$ cat config.mk
export PLATFORM = sky130hd
export DESIGN_NAME = jt12_autoatt
export DESIGN_NICKNAME = d
export VERILOG_FILES = /design/src/rtl/jt12_pkg.sv /design/src/rtl/jt12_autoatt_ch.sv /design/src/rtl/jt12_autoatt.sv
export SDC_FILE = /design/constraint.sdc
export NUM_CORES = 1
export LEC_CHECK = 0
export CELL_PAD_IN_SITES_DETAIL_PLACEMENT = 1
export CELL_PAD_IN_SITES_GLOBAL_PLACEMENT = 1
export CORE_MARGIN = 2
export CORE_UTILIZATION = 40
export DETAILED_ROUTE_END_ITERATION = 7
export GPL_ROUTABILITY_DRIVEN = 0
export PLACE_DENSITY_LB_ADDON = 0.1
export SYNTH_ARGS = -nofsm -noshare
export SYNTH_HDL_FRONTEND = slang
export SYNTH_SLANG_ARGS = --single-unit
$ cat constraint.sdc
create_clock -name clk -period 8.9 [get_ports clk]
set_clock_uncertainty 0.15 [all_clocks]
set_input_delay 1.78 -clock clk [delete_from_list [all_inputs] [get_ports clk]]
set_output_delay 1.78 -clock clk [all_outputs]
set_load 0.03 [all_outputs]
$ cat src/rtl/jt12_pkg.sv
// ----------------------------------------------------------------------------
// jt12_pkg
//   Shared definitions for the JT12 output path.
//   - JT12_MIX_W : width of the signed stereo mix coming out of the mixer
//   - JT12_DAC_W : width of the signed samples handed to the DAC interface
//   - att_step_t : per-sample decision of the automatic attenuator
// ----------------------------------------------------------------------------
package jt12_pkg;

    localparam int JT12_MIX_W = 20;
    localparam int JT12_DAC_W = 16;

    // Direction in which the attenuation shift moves on an accepted sample.
    typedef enum logic [1:0] {
        ATT_HOLD,
        ATT_UP,
        ATT_DOWN
    } att_step_t;

endpackage : jt12_pkg

$ cat src/rtl/jt12_autoatt_ch.sv
// ----------------------------------------------------------------------------
// jt12_autoatt_ch
//   One channel of the automatic attenuator, purely combinational.
//   Arithmetic-right-shifts the wide mix by the current attenuation, then
//   saturates to the DAC width.
//
//   Ports:
//     din_i   in  WIN   signed input sample
//     sh_i    in  SHW   current attenuation shift
//     dout_o  out WOUT  shifted and saturated sample
//     clip_o  out 1     shifted value does not fit in WOUT bits
//     quiet_o out 1     shifted value would still fit one shift step lower
// ----------------------------------------------------------------------------
module jt12_autoatt_ch #(
    parameter int WIN  = 20,
    parameter int WOUT = 16,
    parameter int SHW  = 2
) (
    input  logic signed [WIN-1:0]  din_i,
    input  logic        [SHW-1:0]  sh_i,
    output logic signed [WOUT-1:0] dout_o,
    output logic                   clip_o,
    output logic                   quiet_o
);

    logic signed [WIN-1:0] y;
    logic                  fits;

    assign y = din_i >>> sh_i;

    // A value fits in N signed bits when every bit from N-1 up is a copy of
    // the sign bit; "quiet" is the same test one bit narrower.
    assign fits    = (y[WIN-1:WOUT-1] == {(WIN-WOUT+1){y[WIN-1]}});
    assign quiet_o = (y[WIN-1:WOUT-2] == {(WIN-WOUT+2){y[WIN-1]}});
    assign clip_o  = ~fits;

    assign dout_o = fits       ? y[WOUT-1:0]
                  : y[WIN-1]   ? {1'b1, {(WOUT-1){1'b0}}}
                               : {1'b0, {(WOUT-1){1'b1}}};

endmodule : jt12_autoatt_ch

$ cat src/rtl/jt12_autoatt.sv
// ----------------------------------------------------------------------------
// jt12_autoatt
//   Automatic stereo attenuator between the channel mixer and the DAC.
//   Each accepted sample is shifted right by an adaptive amount `sh`
//   (0..MAXSH, 6 dB per step) and saturated to WOUT bits. Clipping raises
//   `sh` by one immediately; HOLD consecutive quiet samples lower it by one.
//
//   Ports:
//     clk        in  1      system clock
//     rst        in  1      synchronous, active-high reset
//     sample     in  1      strobe, inputs valid this cycle
//     left_in    in  WIN    signed left mix
//     right_in   in  WIN    signed right mix
//     left_out   out WOUT   attenuated left (registered)
//     right_out  out WOUT   attenuated right (registered)
//     out_valid  out 1      one-cycle pulse the cycle after a sample
//     att        out SHW    current shift `sh` (registered)
//     clip_cnt   out 8      only with JT12_AUTOATT_CLIPCNT_EN: saturating
//                           count of samples that clipped while sh==MAXSH
//
//   Optional feature macro: JT12_AUTOATT_CLIPCNT_EN
// ----------------------------------------------------------------------------
module jt12_autoatt
    import jt12_pkg::*;
#(
    parameter int WIN   = JT12_MIX_W,
    parameter int WOUT  = JT12_DAC_W,
    parameter int MAXSH = 3,
    parameter int HOLD  = 1024,
    localparam int SHW  = $clog2(MAXSH + 1),
    localparam int HW   = $clog2(HOLD)
) (
    input  logic                   clk,
    input  logic                   rst,
    input  logic                   sample,
    input  logic signed [WIN-1:0]  left_in,
    input  logic signed [WIN-1:0]  right_in,
    output logic signed [WOUT-1:0] left_out,
    output logic signed [WOUT-1:0] right_out,
    output logic                   out_valid,
`ifdef JT12_AUTOATT_CLIPCNT_EN
    output logic        [7:0]      clip_cnt,
`endif
    output logic        [SHW-1:0]  att
);

    logic        [SHW-1:0]  sh_q, sh_d;
    logic        [HW-1:0]   hold_q, hold_d;
    logic signed [WOUT-1:0] left_q, right_q;
    logic                   valid_q;

    logic signed [WOUT-1:0] left_sat, right_sat;
    logic                   clip_l, clip_r, quiet_l, quiet_r;
    logic                   clip_any, quiet_both;
    att_step_t              step;

    jt12_autoatt_ch #(.WIN(WIN), .WOUT(WOUT), .SHW(SHW)) u_left (
        .din_i  (left_in),
        .sh_i   (sh_q),
        .dout_o (left_sat),
        .clip_o (clip_l),
        .quiet_o(quiet_l)
    );

    jt12_autoatt_ch #(.WIN(WIN), .WOUT(WOUT), .SHW(SHW)) u_right (
        .din_i  (right_in),
        .sh_i   (sh_q),
        .dout_o (right_sat),
        .clip_o (clip_r),
        .quiet_o(quiet_r)
    );

    assign clip_any   = clip_l | clip_r;
    assign quiet_both = quiet_l & quiet_r;

    // Gain decision. Clipping outranks release, so a sample can never both
    // raise and lower the shift, and each sample moves it by at most one.
    always_comb begin
        // NOTE: every output of this block is assigned up front so no path
        // leaves one unassigned; that is what keeps it free of latches.
        step   = ATT_HOLD;
        hold_d = hold_q;
        sh_d   = sh_q;
        if (sample) begin
            if (clip_any) begin
                hold_d = '0;
                if (sh_q != SHW'(MAXSH)) step = ATT_UP;
            end else if (quiet_both && sh_q != '0) begin
                if (hold_q == HW'(HOLD - 1)) begin
                    step   = ATT_DOWN;
                    hold_d = '0;
                end else begin
                    hold_d = hold_q + HW'(1);
                end
            end else begin
                hold_d = '0;
            end
        end
        case (step)
            ATT_UP:   sh_d = sh_q + SHW'(1);
            ATT_DOWN: sh_d = sh_q - SHW'(1);
            default:  sh_d = sh_q;
        endcase
    end

    // NOTE: state registers use non-blocking assignments so every register
    // samples the pre-edge values, independent of statement order.
    always_ff @(posedge clk) begin
        if (rst) begin
            sh_q    <= '0;
            hold_q  <= '0;
            left_q  <= '0;
            right_q <= '0;
            valid_q <= 1'b0;
        end else begin
            sh_q    <= sh_d;
            hold_q  <= hold_d;
            valid_q <= sample;
            if (sample) begin
                left_q  <= left_sat;
                right_q <= right_sat;
            end
        end
    end

`ifdef JT12_AUTOATT_CLIPCNT_EN
    logic [7:0] clip_cnt_q, clip_cnt_d;

    // Counts only clipping the attenuator can no longer absorb; sticks at 255.
    always_comb begin
        clip_cnt_d = clip_cnt_q;
        if (sample && clip_any && sh_q == SHW'(MAXSH) && clip_cnt_q != 8'hFF)
            clip_cnt_d = clip_cnt_q + 8'd1;
    end

    always_ff @(posedge clk) begin
        if (rst) clip_cnt_q <= '0;
        else     clip_cnt_q <= clip_cnt_d;
    end

    assign clip_cnt = clip_cnt_q;
`endif

    assign left_out  = left_q;
    assign right_out = right_q;
    assign out_valid = valid_q;
    assign att       = sh_q;

endmodule : jt12_autoatt

# --- After elaboration in Yosys (flattened, before gate mapping) ---
# Cells that the tools add are included.
totals:
  ff_bits: 45
  elab_cells: 38
classes:
  n_shift: 2
  bitwise: 4
  n_eq_ne: 8
  add_sub_neg: 3
  n_reduce_logical: 3
  muxes: 13
ops:
  columns: ["operator", "count"]
  rows:
  - ["$mux 16", 4]
  - ["$sshr 20x2->20", 2]
  - ["$mux 10", 3]
  - ["$add 10x1->10 const B", 1]
  - ["$eq 10x10->1 const B", 1]
  - ["$eq 5x5->1", 2]
  - ["$eq 4x4->1", 2]
  - ["$mux 2", 4]
  - ["$pmux 2 s2", 1]
  - ["$reduce_bool 2->1", 2]
  - ["$add 2x1->2 const B", 1]
  - ["$eq 2x1->1 const B", 1]
  - ["$eq 2x2->1 const B", 1]
  - ["$ne 2x2->1 const B", 1]
  - ["$not 1->1", 2]
  - ["$sub 2x1->2 const B", 1]
  - ["$and 1x1->1", 1]
  - ["$logic_and 1x1->1", 1]
  - ["$mux 1", 1]
  - ["$or 1x1->1", 1]

# --- Logic depth before layout (Yosys ltp) ---
# Gate-level depths: netlist of run 1.
logic_depth:
  depth_word: 9
  mapped_depth: 13

# --- By module ---
# A second synthesis of run 1 with hierarchy kept.
hier_totals:
  cells_unflattened: 347
  hier_area_um2: 2971.6
by_module_without_submodules:
  columns: ["module", "instances", "area_each_um2", "seq_area_each_um2", "cells_each"]
  rows:
  - ["jt12_autoatt", 1, 1823.0, 900.9, 181]
  - ["jt12_autoatt_ch", 2, 574.3, 0.0, 83]

# --- Least setup slack after synthesis of run 1 ---
# No wires, ideal clock.
synth_timing:
  kind: "input port to flip-flop"
  start: "input port left_in[18]"
  end: "register sh_q[1] (netlist: att[1])"
  setup_time_ns: 0.070
  setup_slack_ns: 4.660
  t_required_ns: 8.680
  arrival_ns: 4.020
  path_stages: 10
  cell_sequence: "mux4_2 o2111a_1 a41o_1 and4_1 buf_2 buf_4 and3_1 ha_1 or3_1 a21oi_1"
synth_via:
  elab_chain_len: 9
  word_cells_on_any_way: 14
  classes_between: "eq/ne (4); shift (1); mux (4); bitwise (3); reduce/logical (2)"
synth_rtl:
  columns: ["element", "line", "source"]
  rows:
  - ["from (decl)", "jt12_autoatt.sv:36", "input logic signed [WIN-1:0] left_in,"]
  - ["$sshr 20x2->20 *", "jt12_autoatt_ch.sv:29", "assign y = din_i >>> sh_i;"]
  - ["$eq 5x5->1", "jt12_autoatt_ch.sv:34", "assign quiet_o = (y[WIN-1:WOUT-2] == {(WIN-WOUT+2){y[WIN-1]}});"]
  - ["$and 1x1->1", "jt12_autoatt.sv:74", "assign quiet_both = quiet_l & quiet_r;"]
  - ["$logic_and 1x1->1", "jt12_autoatt.sv:88", "end else if (quiet_both && sh_q != '0) begin"]
  - ["$mux 2", "jt12_autoatt.sv:88", null]
  - ["$mux 2 *", "jt12_autoatt.sv:85", "if (clip_any) begin"]
  - ["$mux 2 *", "jt12_autoatt.sv:84", "if (sample) begin"]
  - ["$eq 2x2->1 / $eq 2x1->1 (equally long branches)", "jt12_autoatt.sv:99", "case (step)"]
  - ["$pmux 2 s2 / $reduce_bool 2->1 (equally long branches)", null, null]
  - ["to (signal assigned)", "jt12_autoatt.sv:110", "sh_q <= '0;"]
  - ["to (signal assigned)", "jt12_autoatt.sv:116", "sh_q <= sh_d;"]
  - ["to (decl)", "jt12_autoatt.sv:47", "logic [SHW-1:0] sh_q, sh_d;"]
# Mark *: on every way between the ends. The rest lies on a longest branch, timed or not.
# A chain may end at the register's enable or synchronous reset.

# --- Final worst setup path of run 1 ---
layout_timing:
  start: "input port right_in[16]"
  end: "register sh_q[1] (netlist: att[1])"
layout_via:
  elab_chain_len: 9
  word_cells_on_any_way: 14
  classes_between: "eq/ne (4); shift (1); mux (4); bitwise (3); reduce/logical (2)"
layout_rtl:
  columns: ["element", "line", "source"]
  rows:
  - ["from (decl)", "jt12_autoatt.sv:37", "input logic signed [WIN-1:0] right_in,"]
  - ["$sshr 20x2->20 *", "jt12_autoatt_ch.sv:29", null]
  - ["$eq 5x5->1", "jt12_autoatt_ch.sv:34", null]
  - ["$and 1x1->1", "jt12_autoatt.sv:74", null]
  - ["$logic_and 1x1->1", "jt12_autoatt.sv:88", null]
  - ["$mux 2", "jt12_autoatt.sv:88", null]
  - ["$mux 2 *", "jt12_autoatt.sv:85", null]
  - ["$mux 2 *", "jt12_autoatt.sv:84", null]
  - ["$eq 2x2->1 / $eq 2x1->1 (equally long branches)", "jt12_autoatt.sv:99", null]
  - ["$pmux 2 s2 / $reduce_bool 2->1 (equally long branches)", null, null]
# Marked as above.

==> run_results.csv, run 1 <==
group,metric,value,unit
logic_synthesis,ys_top_cells_by_count,"dfxtp_1, nor2_1, mux4_2",
route,vias,2540,
clock_network,cts.sinks,45,
global_routing,grt_overflow,0,
place,portBuffers,77,
clock_network,post-cts-setup-buffers,0,
sta,fin_setup_tns,0,ns
sta,setup_violations,0,
logic_synthesis,ys_warn_count,0,
layout,diodes,0,
power_and_ir_drop,switching_share,0.317,
place,dp_hpwl,5360,um
sta,max_freq,200,MHz
logic_synthesis,synth.distinct_cells,39,
logic_synthesis,synth_top_area_cell,"dfxtp_1",
sta,min_period,5.01,ns
logic_synthesis,synth_edf_count,0,
logic_synthesis,synth_area_leaders,"dfxtp_1, mux4_2, a211oi_1",
floorplanning,core_area,6870,um2
floorplanning,die_h,88.7,um
layout,final_nets,398,
layout,fillers,781,
critical_path,cp.required,8.97,ns
clock_network,cts_tree,"done",
clock_network,cts.reportedPaths.clkPinSlew,0.09,ns
logic_synthesis,syn-cell-area,2870,um2
route,avgRoutedWirePerCell,16.4,um
floorplanning,fp-row-count,30,
critical_path,cp-start-kind,"input pin",
job,drv_cap,0,
min_path,holdCritPathClass,"flop to flop",
power_and_ir_drop,p_switching,166,uW
logic_synthesis,async_flop_share,0,
floorplanning,start_util,0.418,
critical_path,endpoint_kind,"flop",
logic_synthesis,avgSynthCellArea,9.79,um2
layout,instances_no_fill,450,
sta,hold_violations,0,
logic_synthesis,synth-main-ff-cell,"dfxtp_1",
logic_synthesis,synth.most_common_cell,"dfxtp_1",
clock_network,numCtsBuffers,5,
global_routing,busiest_layer,"met2",
route,via_per_inst,5.64,
run_status,outcome,"complete, no violations",
logic_synthesis,yosysSeqAreaShare,0.314,
clock_network,ctsHoldBuffers,0,
clock_network,htree_levels,2,
logic_synthesis,syn_nets,338,
sta,finalCritPeriodShare,0.563,
sta,max_slew_margin,0.286,
power_and_ir_drop,p_clk_frac,0.237,
power_and_ir_drop,powerDensity,139,nW/um2
clock_network,clkLatencyLatePin,0.30,ns
global_routing,met3_usage,0.0457,
power_and_ir_drop,p_int,357,uW
route,ant_nets,0,
critical_path,cp_max_fo,18,
sta,slew_violations,0,
global_routing,grt_max_degree,66,
power_and_ir_drop,ir_drop,0.0000744,V
global_routing,antenna_found_initial,0,
route,finalWirelength,7400,um
route,drc_errors,0,
logic_synthesis,ys_ff_latch,45,
power_and_ir_drop,combPwrFrac,0.340,
place,dpl.cell_count,442,
critical_path,path_class,"input pin to flop",
floorplanning,pin_count,78,
critical_path,cp.arrival,5.09,ns
route,first_pass_iters,4,
sta,worstMarginPinSlew,1.07,ns
logic_synthesis,syn_inst,293,
floorplanning,die_w,88.7,um
power_and_ir_drop,seqPwrFrac,0.423,
global_routing,grt_pass1_wl,12300,um
power_and_ir_drop,leakagePower,1.28,nW
global_routing,grt_use_met2,0.343,
global_routing,grt_pass1_vias,2492,
logic_synthesis,synth_top_area_share,0.314,
route,drtIter0Drc,71,
clock_network,cts_resized,0,
layout,drive_above_1_share,0.136,
clock_network,cts_root_buf,"clkbuf_8",
layout,area_growth,30.7,%
global_routing,track_usage,0.198,
sta,rsz0062_at_grt,"no",
global_routing,grt_util_met1,0.249,
clock_network,cts_buffer_depth,2,
floorplanning,dieArea,7870,um2
## power groups by stage
| stage | Clock [mW] | Combinational, mW | Sequential, mW |
|---|---|---|---|
| 2_1_floorplan | 0 | 0.0920 | 0.249 |
| 3_3_place_gp | 0 | 0.176 | 0.225 |
| 3_5_place_dp | 0 | 0.179 | 0.226 |
| 4_1_cts | 0.128 | 0.180 | 0.221 |
| 5_1_grt | 0.136 | 0.192 | 0.222 |
| 6_report | 0.124 | 0.178 | 0.221 |
## critical path, stage by stage
cell             delay [ns]
clkdlybuf4s50_1        0.49
mux4_2                 0.53
o31ai_4                0.59
and4_1                 0.64
and3_1                 0.25
ha_1                   0.26
or3_1                  0.37
a21oi_1                0.15
## metrics by stage
step	hold WS (ns)	worst slack [ns]	util	total power [mW]	instance area (um2)
after floorplan	0.298	4.66	-	0.341	2870
after CTS	0.343	3.86	0.546	0.529	3750
after detailed placement	0.329	3.55	0.534	0.405	3670
after global placement	0.325	3.71	0.534	0.402	3670
after global routing	0.355	3.67	0.546	0.550	3750
final	0.339	3.89	0.546	0.523	3750
## cell families (layout without fill, tap and decap cells)
group	Yosys count	after routing	share of synthesized area
compound gates	73	73	0.179
xor+xnor	6	6	0.0183
fa+ha+maj	2	2	0.00872
buf+inv	32	93	0.0467
flops	45	45	0.314
mux	36	36	0.265
simple gates	99	99	0.168
## flip-flops by register name, summed over array words and instances (netlist names)
| name | count |
|---|---|
| att | 2 |
| hold_q | 10 |
| left_out | 16 |
| out_valid | 1 |
| right_out | 16 |
## path summary, 6_finish.rpt
check | endpoint | slack, ns | startpoint | depth (start not counted)
worst min-delay path | hold_q[2] | 0.34 | hold_q[2] | 2
worst max register to register | att[1] | 4.86 | att[0] | 8
worst max-delay path | att[1] | 3.89 | right_in[16] | 8
worst min register to register | hold_q[2] | 0.34 | hold_q[2] | 2
## routing by layer
| metal | share of wire | vias to the layer above |
|---|---|---|
| met4 | 0.012 | 0 |
| met2 | 0.50 | 60 |
| met5 | 0 | - |
| met3 | 0.045 | 8 |
| met1 | 0.44 | 1245 |
| li1 | - | 1227 |
## cells in the final DEF, fill, tap and decap left out, drive strengths merged, types with 6 or more instances in the layout
cell | Yosys | routed
a21oi | 20 | 20
dfxtp | 45 | 45
a211oi | 30 | 30
nand2b | 8 | 8
clkbuf | 19 | 6
nand2 | 23 | 23
clkdlybuf4s50 | 0 | 76
mux4 | 32 | 32
nor2 | 39 | 39
## layout make-up
type                    instances  area (um2)  share of cell area
clock buffers                   6        72.6              0.0193
multi-input cells             216        1830               0.489
inverters                       4        15.0             0.00400
clock inverters                 2        10.0             0.00267
well taps                      96         120              0.0320
repair buffers                 81         796               0.212
flip-flops and latches         45         903               0.241
Power figures use the tool's default switching activity.
==> run 2, diff against run 1 <==
Settings changed: CORE_UTILIZATION 40 to 33.
Clock period 8.9 ns to 4.4 ns, I/O delays scaled along.
==> run 2 against run 1 <==
Effect of this change:
- clock-buffer cell count up 1
- worst hold slack gained 0.00057 ns
- worst setup slack got worse by 3.1 ns
- routed wire length rose by 3.7%
- global-route usage decreased by 3.3 points
- sequential power increased by 110%
- critical path depth did not move
- core utilization down 10 points
- first-iteration DRC count shrank 44%
- sequential cell count unchanged
- critical endpoint unchanged
- largest power group unchanged
- highest routed layer unchanged
==> run_results.csv, run 2 (synthesis gave the netlist of run 1 again) <==
group,metric,value,unit
global_routing,track_usage,0.165,
route,vias,2531,
power_and_ir_drop,switching_share,0.299,
critical_path,endpoint_kind,"flop",
power_and_ir_drop,leakagePower,1.31,nW
sta,rsz0062_at_grt,"no",
layout,final_common_cell,"clkdlybuf4s50_1",
power_and_ir_drop,powerDensity,298,nW/um2
clock_network,htree_levels,2,
critical_path,path_class,"input pin to flop",
min_path,holdCritPathClass,"flop to flop",
run_status,outcome,"complete, no violations",
global_routing,grt_overflow,0,
critical_path,cp.required,4.48,ns
route,via_per_inst,5.43,
clock_network,cts.reportedPaths.clkPinSlew,0.09,ns
critical_path,cp.arrival,3.73,ns
layout,area_growth,33.5,%
route,finalWirelength,7680,um
sta,max_freq,274,MHz
global_routing,grt_pass1_wl,13000,um
sta,fin_setup_tns,0,ns
sta,min_period,3.65,ns
clock_network,post-cts-setup-buffers,0,
layout,drive_above_1_share,0.145,
power_and_ir_drop,combPwrFrac,0.309,
layout,final_nets,402,
layout,diodes,0,
power_and_ir_drop,seqPwrFrac,0.401,
critical_path,cp-start-kind,"input pin",
clock_network,clkLatencyLatePin,0.29,ns
clock_network,cts_tree,"done",
floorplanning,die_h,97.2,um
critical_path,r2r_start,"att[1]",
floorplanning,die_w,97.2,um
sta,finalCritPeriodShare,0.829,
sta,slew_violations,0,
clock_network,cts_buffer_depth,2,
route,first_pass_iters,5,
place,portBuffers,77,
clock_network,ctsHoldBuffers,0,
sta,max_slew_margin,0.373,
critical_path,r2r_cells,9,
route,drtIter0Drc,40,
global_routing,grt_max_degree,45,
sta,hold_violations,0,
floorplanning,core_area,8590,um2
power_and_ir_drop,p_switching,342,uW
job,drv_cap,0,
clock_network,cts_root_buf,"clkbuf_8",
clock_network,cts.sinks,45,
place,dp_hpwl,5590,um
layout,mostFrequentLayoutCells,"clkdlybuf4s50_1, dfxtp_1, nor2_1, mux4_2, a211oi_1",
power_and_ir_drop,p_clk_frac,0.290,
power_and_ir_drop,p_int,801,uW
clock_network,numCtsBuffers,5,
power_and_ir_drop,ir_drop,0.000138,V
floorplanning,dieArea,9460,um2
clock_network,cts_resized,0,
critical_path,cp_max_fo,14,
route,ant_nets,0,
route,drc_errors,0,
route,avgRoutedWirePerCell,16.5,um
sta,setup_violations,0,
global_routing,grt_pass1_vias,2571,
critical_path,r2r_slack,1.07,ns
critical_path,startpoint,"right_in[18]",
sta,worstMarginPinSlew,0.937,ns
floorplanning,start_util,0.334,
critical_path,r2r-end,"att[1]",
floorplanning,pin_count,78,
floorplanning,fp-row-count,34,
global_routing,antenna_found_initial,0,
layout,final_util,0.446,
critical_path,crit_end,"att[1]",
-- run 2: changes by cell type in the layout (fill, tap and decap cells not counted), sizes merged --
cell,change
clkinv,-2
buf,+4
bufinv,+1
clkbuf,+1
-- run 2: how the worst min path moves through the flow --
stage,startpoint,end,slack (ns),depth (start not counted)
after floorplan,hold_q[2],hold_q[2],0.30,2
after global placement,hold_q[2],hold_q[2],0.32,2
after detailed placement,hold_q[2],hold_q[2],0.32,2
after CTS,hold_q[2],hold_q[2],0.34,2
after global routing,right_out[12],right_out[12],0.37,2
final,hold_q[2],hold_q[2],0.34,2
-- run 2: power by group through the flow --
stage	registers [mW]	logic (mW)	clock network [mW]
after CTS	0.459	0.358	0.341
after detailed placement	0.468	0.356	0
final	0.458	0.353	0.332
after floorplan	0.504	0.186	0
after global routing	0.463	0.381	0.356
after global placement	0.467	0.352	0
-- run 2: layer usage --
| metal | GRT usage | routed length (um) |
|---|---|---|
| met1 | 0.223 | 3570 |
| met4 | 0.0385 | 70 |
| met5 | 0 | 0 |
| met3 | 0.0288 | 287 |
| met2 | 0.279 | 3740 |
-- run 2: stage by stage --
stage	hold slack (ns)	cell area (um2)	power (mW)	cells	worst slack [ns]
finish	0.340	3830	1.14	466	0.754
global route	0.366	3830	1.20	466	0.594
CTS	0.336	3830	1.16	466	0.734
detailed placement	0.324	3710	0.824	458	0.412
global placement	0.322	3710	0.819	458	0.541
floorplan	0.298	2870	0.690	293	1.06
-- run 2: area by class of cell --
class	instances	area, um2
Clock inverter	1	30.0
Tap cell	108	135
Sequential cell	45	903
Fill cell	973	4760
Inverter	4	15.0
Multi-Input combinational cell	216	1830
Clock buffer	7	86.3
Timing Repair Buffer	85	826
-- run 2: critical path, cell delays in order --
cell and delay [ns]:
clkdlybuf4s50_1 0.50, mux4_2 0.56, o31ai_4 0.19, and4_1 0.55
and3_1 0.26, ha_1 0.26, or3_1 0.38, a21oi_1 0.14
==> run 3, diff against run 2 <==
Clock period 4.4 ns to 2.95 ns, I/O delays scaled along.
==> run 3 against run 2 <==
Effect of this change:
- cell count grew 4.1%
- routed wire length grew 7.1%
- highest routed layer unchanged
- sequential power grew 47%
- non-clock buffer count grew 19
- first-iteration DRC count grew 120%
- via count grew 3.8%
- largest power group unchanged
- clock power grew 31%
- clock-buffer cell count shrank 2
- largest cell class unchanged
- power grew 47%
==> run_results.csv, run 3 (synthesis gave the netlist of run 1 again) <==
group,metric,value,unit
clock_network,htree_levels,2,
power_and_ir_drop,ir_drop,0.000173,V
floorplanning,start_util,0.334,
global_routing,grt_util_met1,0.254,
place,portBuffers,77,
critical_path,cp-start-kind,"input pin",
sta,finalHoldWorstSlack,0.338,ns
clock_network,cts_buffer_depth,2,
clock_network,ctsHoldBuffers,0,
sta,fin_setup_tns,0,ns
global_routing,antenna_found_initial,0,
clock_network,cts_root_buf,"clkbuf_8",
sta,setup_slack,0.0924,ns
power_and_ir_drop,powerDensity,422,nW/um2
sta,hold_violations,0,
route,avgRoutedWirePerCell,16.9,um
critical_path,cpLargestDelayFamily,"simple AND/OR/NAND/NOR gates",
power_and_ir_drop,leakagePower,1.40,nW
critical_path,cp_max_fo,3,
critical_path,endpoint_kind,"flop",
global_routing,busiest_layer,"met2",
route,drtIter0Drc,88,
route,ant_nets,0,
job,drv_cap,0,
critical_path,cp.required,3.04,ns
global_routing,grt_pass1_wl,13700,um
layout,mostFrequentLayoutCells,"clkdlybuf4s50_1, dfxtp_1, nor2_1, mux4_2, a211oi_1",
sta,min_period,2.86,ns
min_path,holdCritPathClass,"flop to flop",
place,dp_hpwl,6220,um
layout,final_nets,421,
sta,worstMarginPinSlew,0.418,ns
global_routing,met3_usage,0.0230,
floorplanning,dieArea,9460,um2
sta,rsz0062_at_grt,"no",
layout,drive_above_1_share,0.196,
place,dpl.cell_count,477,
sta,slew_violations,0,
global_routing,track_usage,0.176,
critical_path,cp.arrival,2.95,ns
run_status,outcome,"complete, no violations",
route,drc_errors,0,
clock_network,cts_resized,0,
clock_network,clkLatencyLatePin,0.31,ns
critical_path,path_class,"input pin to flop",
critical_path,path_buf_inv,1,
clock_network,cts.sinks,45,
global_routing,grt_max_degree,43,
layout,fin_area,3980,um2
floorplanning,die_w,97.2,um
floorplanning,die_h,97.2,um
sta,max_freq,350,MHz
clock_network,cts.reportedPaths.clkPinSlew,0.10,ns
route,vias,2626,
floorplanning,core_area,8590,um2
clock_network,numCtsBuffers,5,
route,finalWirelength,8220,um
layout,area_growth,38.9,%
sta,setup_violations,0,
place,preCtsSetupSlack,-0.236,ns
sta,finalCritPeriodShare,0.969,
route,first_pass_iters,4,
place,place_area,3890,um2
layout,instances_no_fill,485,
clock_network,cts_tree,"done",
clock_network,post-cts-setup-buffers,0,
critical_path,worstPathCellList,"clkdlybuf4s50_1, mux4_2, o2111a_1, a41o_1, and4_1, and3_4, ha_4, xnor2_1, or3_1, a21oi_1",
floorplanning,pin_count,78,
critical_path,slowest_stage,"mux4_2",
floorplanning,fp-row-count,34,
layout,final_common_cell,"clkdlybuf4s50_1",
global_routing,grt_pass1_vias,2701,
critical_path,critical-path-max-stage-delay,0.49,ns
route,via_per_inst,5.41,
global_routing,grt_overflow,0,
layout,diodes,0,
sta,max_slew_margin,0.721,
global_routing,grt_use_met2,0.285,
## run 3: changes by cell type in the layout (fill, tap and decap cells not counted)
cell	delta
and3_1	-1
ha_4	+1
buf_4	+18
bufinv_16	-1
and3_4	+1
buf_12	+1
clkbuf_8	-1
inv_8	+1
inv_6	+2
clkbuf_1	-1
ha_1	-1
## run 3: worst reg2reg max path, delay by kind of cell (launching register included)
family                   cells  cell delay (ns)
XOR/XNOR                     1             0.09
buffers and inverters        1             0.36
flip-flops                   1             0.43
AND/OR/NAND/NOR              3             0.79
multiplexers                 2             0.43
adder cells (fa/ha/maj)      1             0.19
AO/OA/AOI/OAI                1             0.15
## run 3: path summary, 6_finish.rpt
path,start,end,slack [ns],cells after the start
worst min-delay path,left_out[11],left_out[11],0.34,2
worst max-delay path,left_in[18],att[1],0.09,10
worst max register to register,att[0],att[1],0.30,9
worst min register to register,left_out[11],left_out[11],0.34,2
## run 3: routing by layer
metal,up-vias,wire length [um]
li1,1273,-
met1,1299,4050
met2,47,3870
met3,7,228
met4,0,70
met5,-,0
## run 3: cell type report
class,instances,area (um2)
Clock buffer,5,68.8
Clock inverter,3,28.8
Fill cell,966,4610
Inverter,4,15.0
Multi-Input combinational cell,216,1850
Sequential cell,45,903
Tap cell,108,135
Timing Repair Buffer,104,981
## run 3: power by group
| part | switching, mW | leakage [nW] | internal [mW] | total, mW |
|---|---|---|---|---|
| Clock | 0.256 | 0.0511 | 0.179 | 0.435 |
| Combinational | 0.278 | 0.978 | 0.293 | 0.571 |
| Sequential | 0.0280 | 0.372 | 0.645 | 0.673 |
| Total | 0.561 | 1.40 | 1.12 | 1.68 |
## run 3: stage by stage
step | power [mW] | utilization
floorplan | 1.03 | -
global placement | 1.25 | 0.452
detailed placement | 1.26 | 0.452
CTS | 1.70 | 0.464
global route | 1.77 | 0.464
finish | 1.68 | 0.464
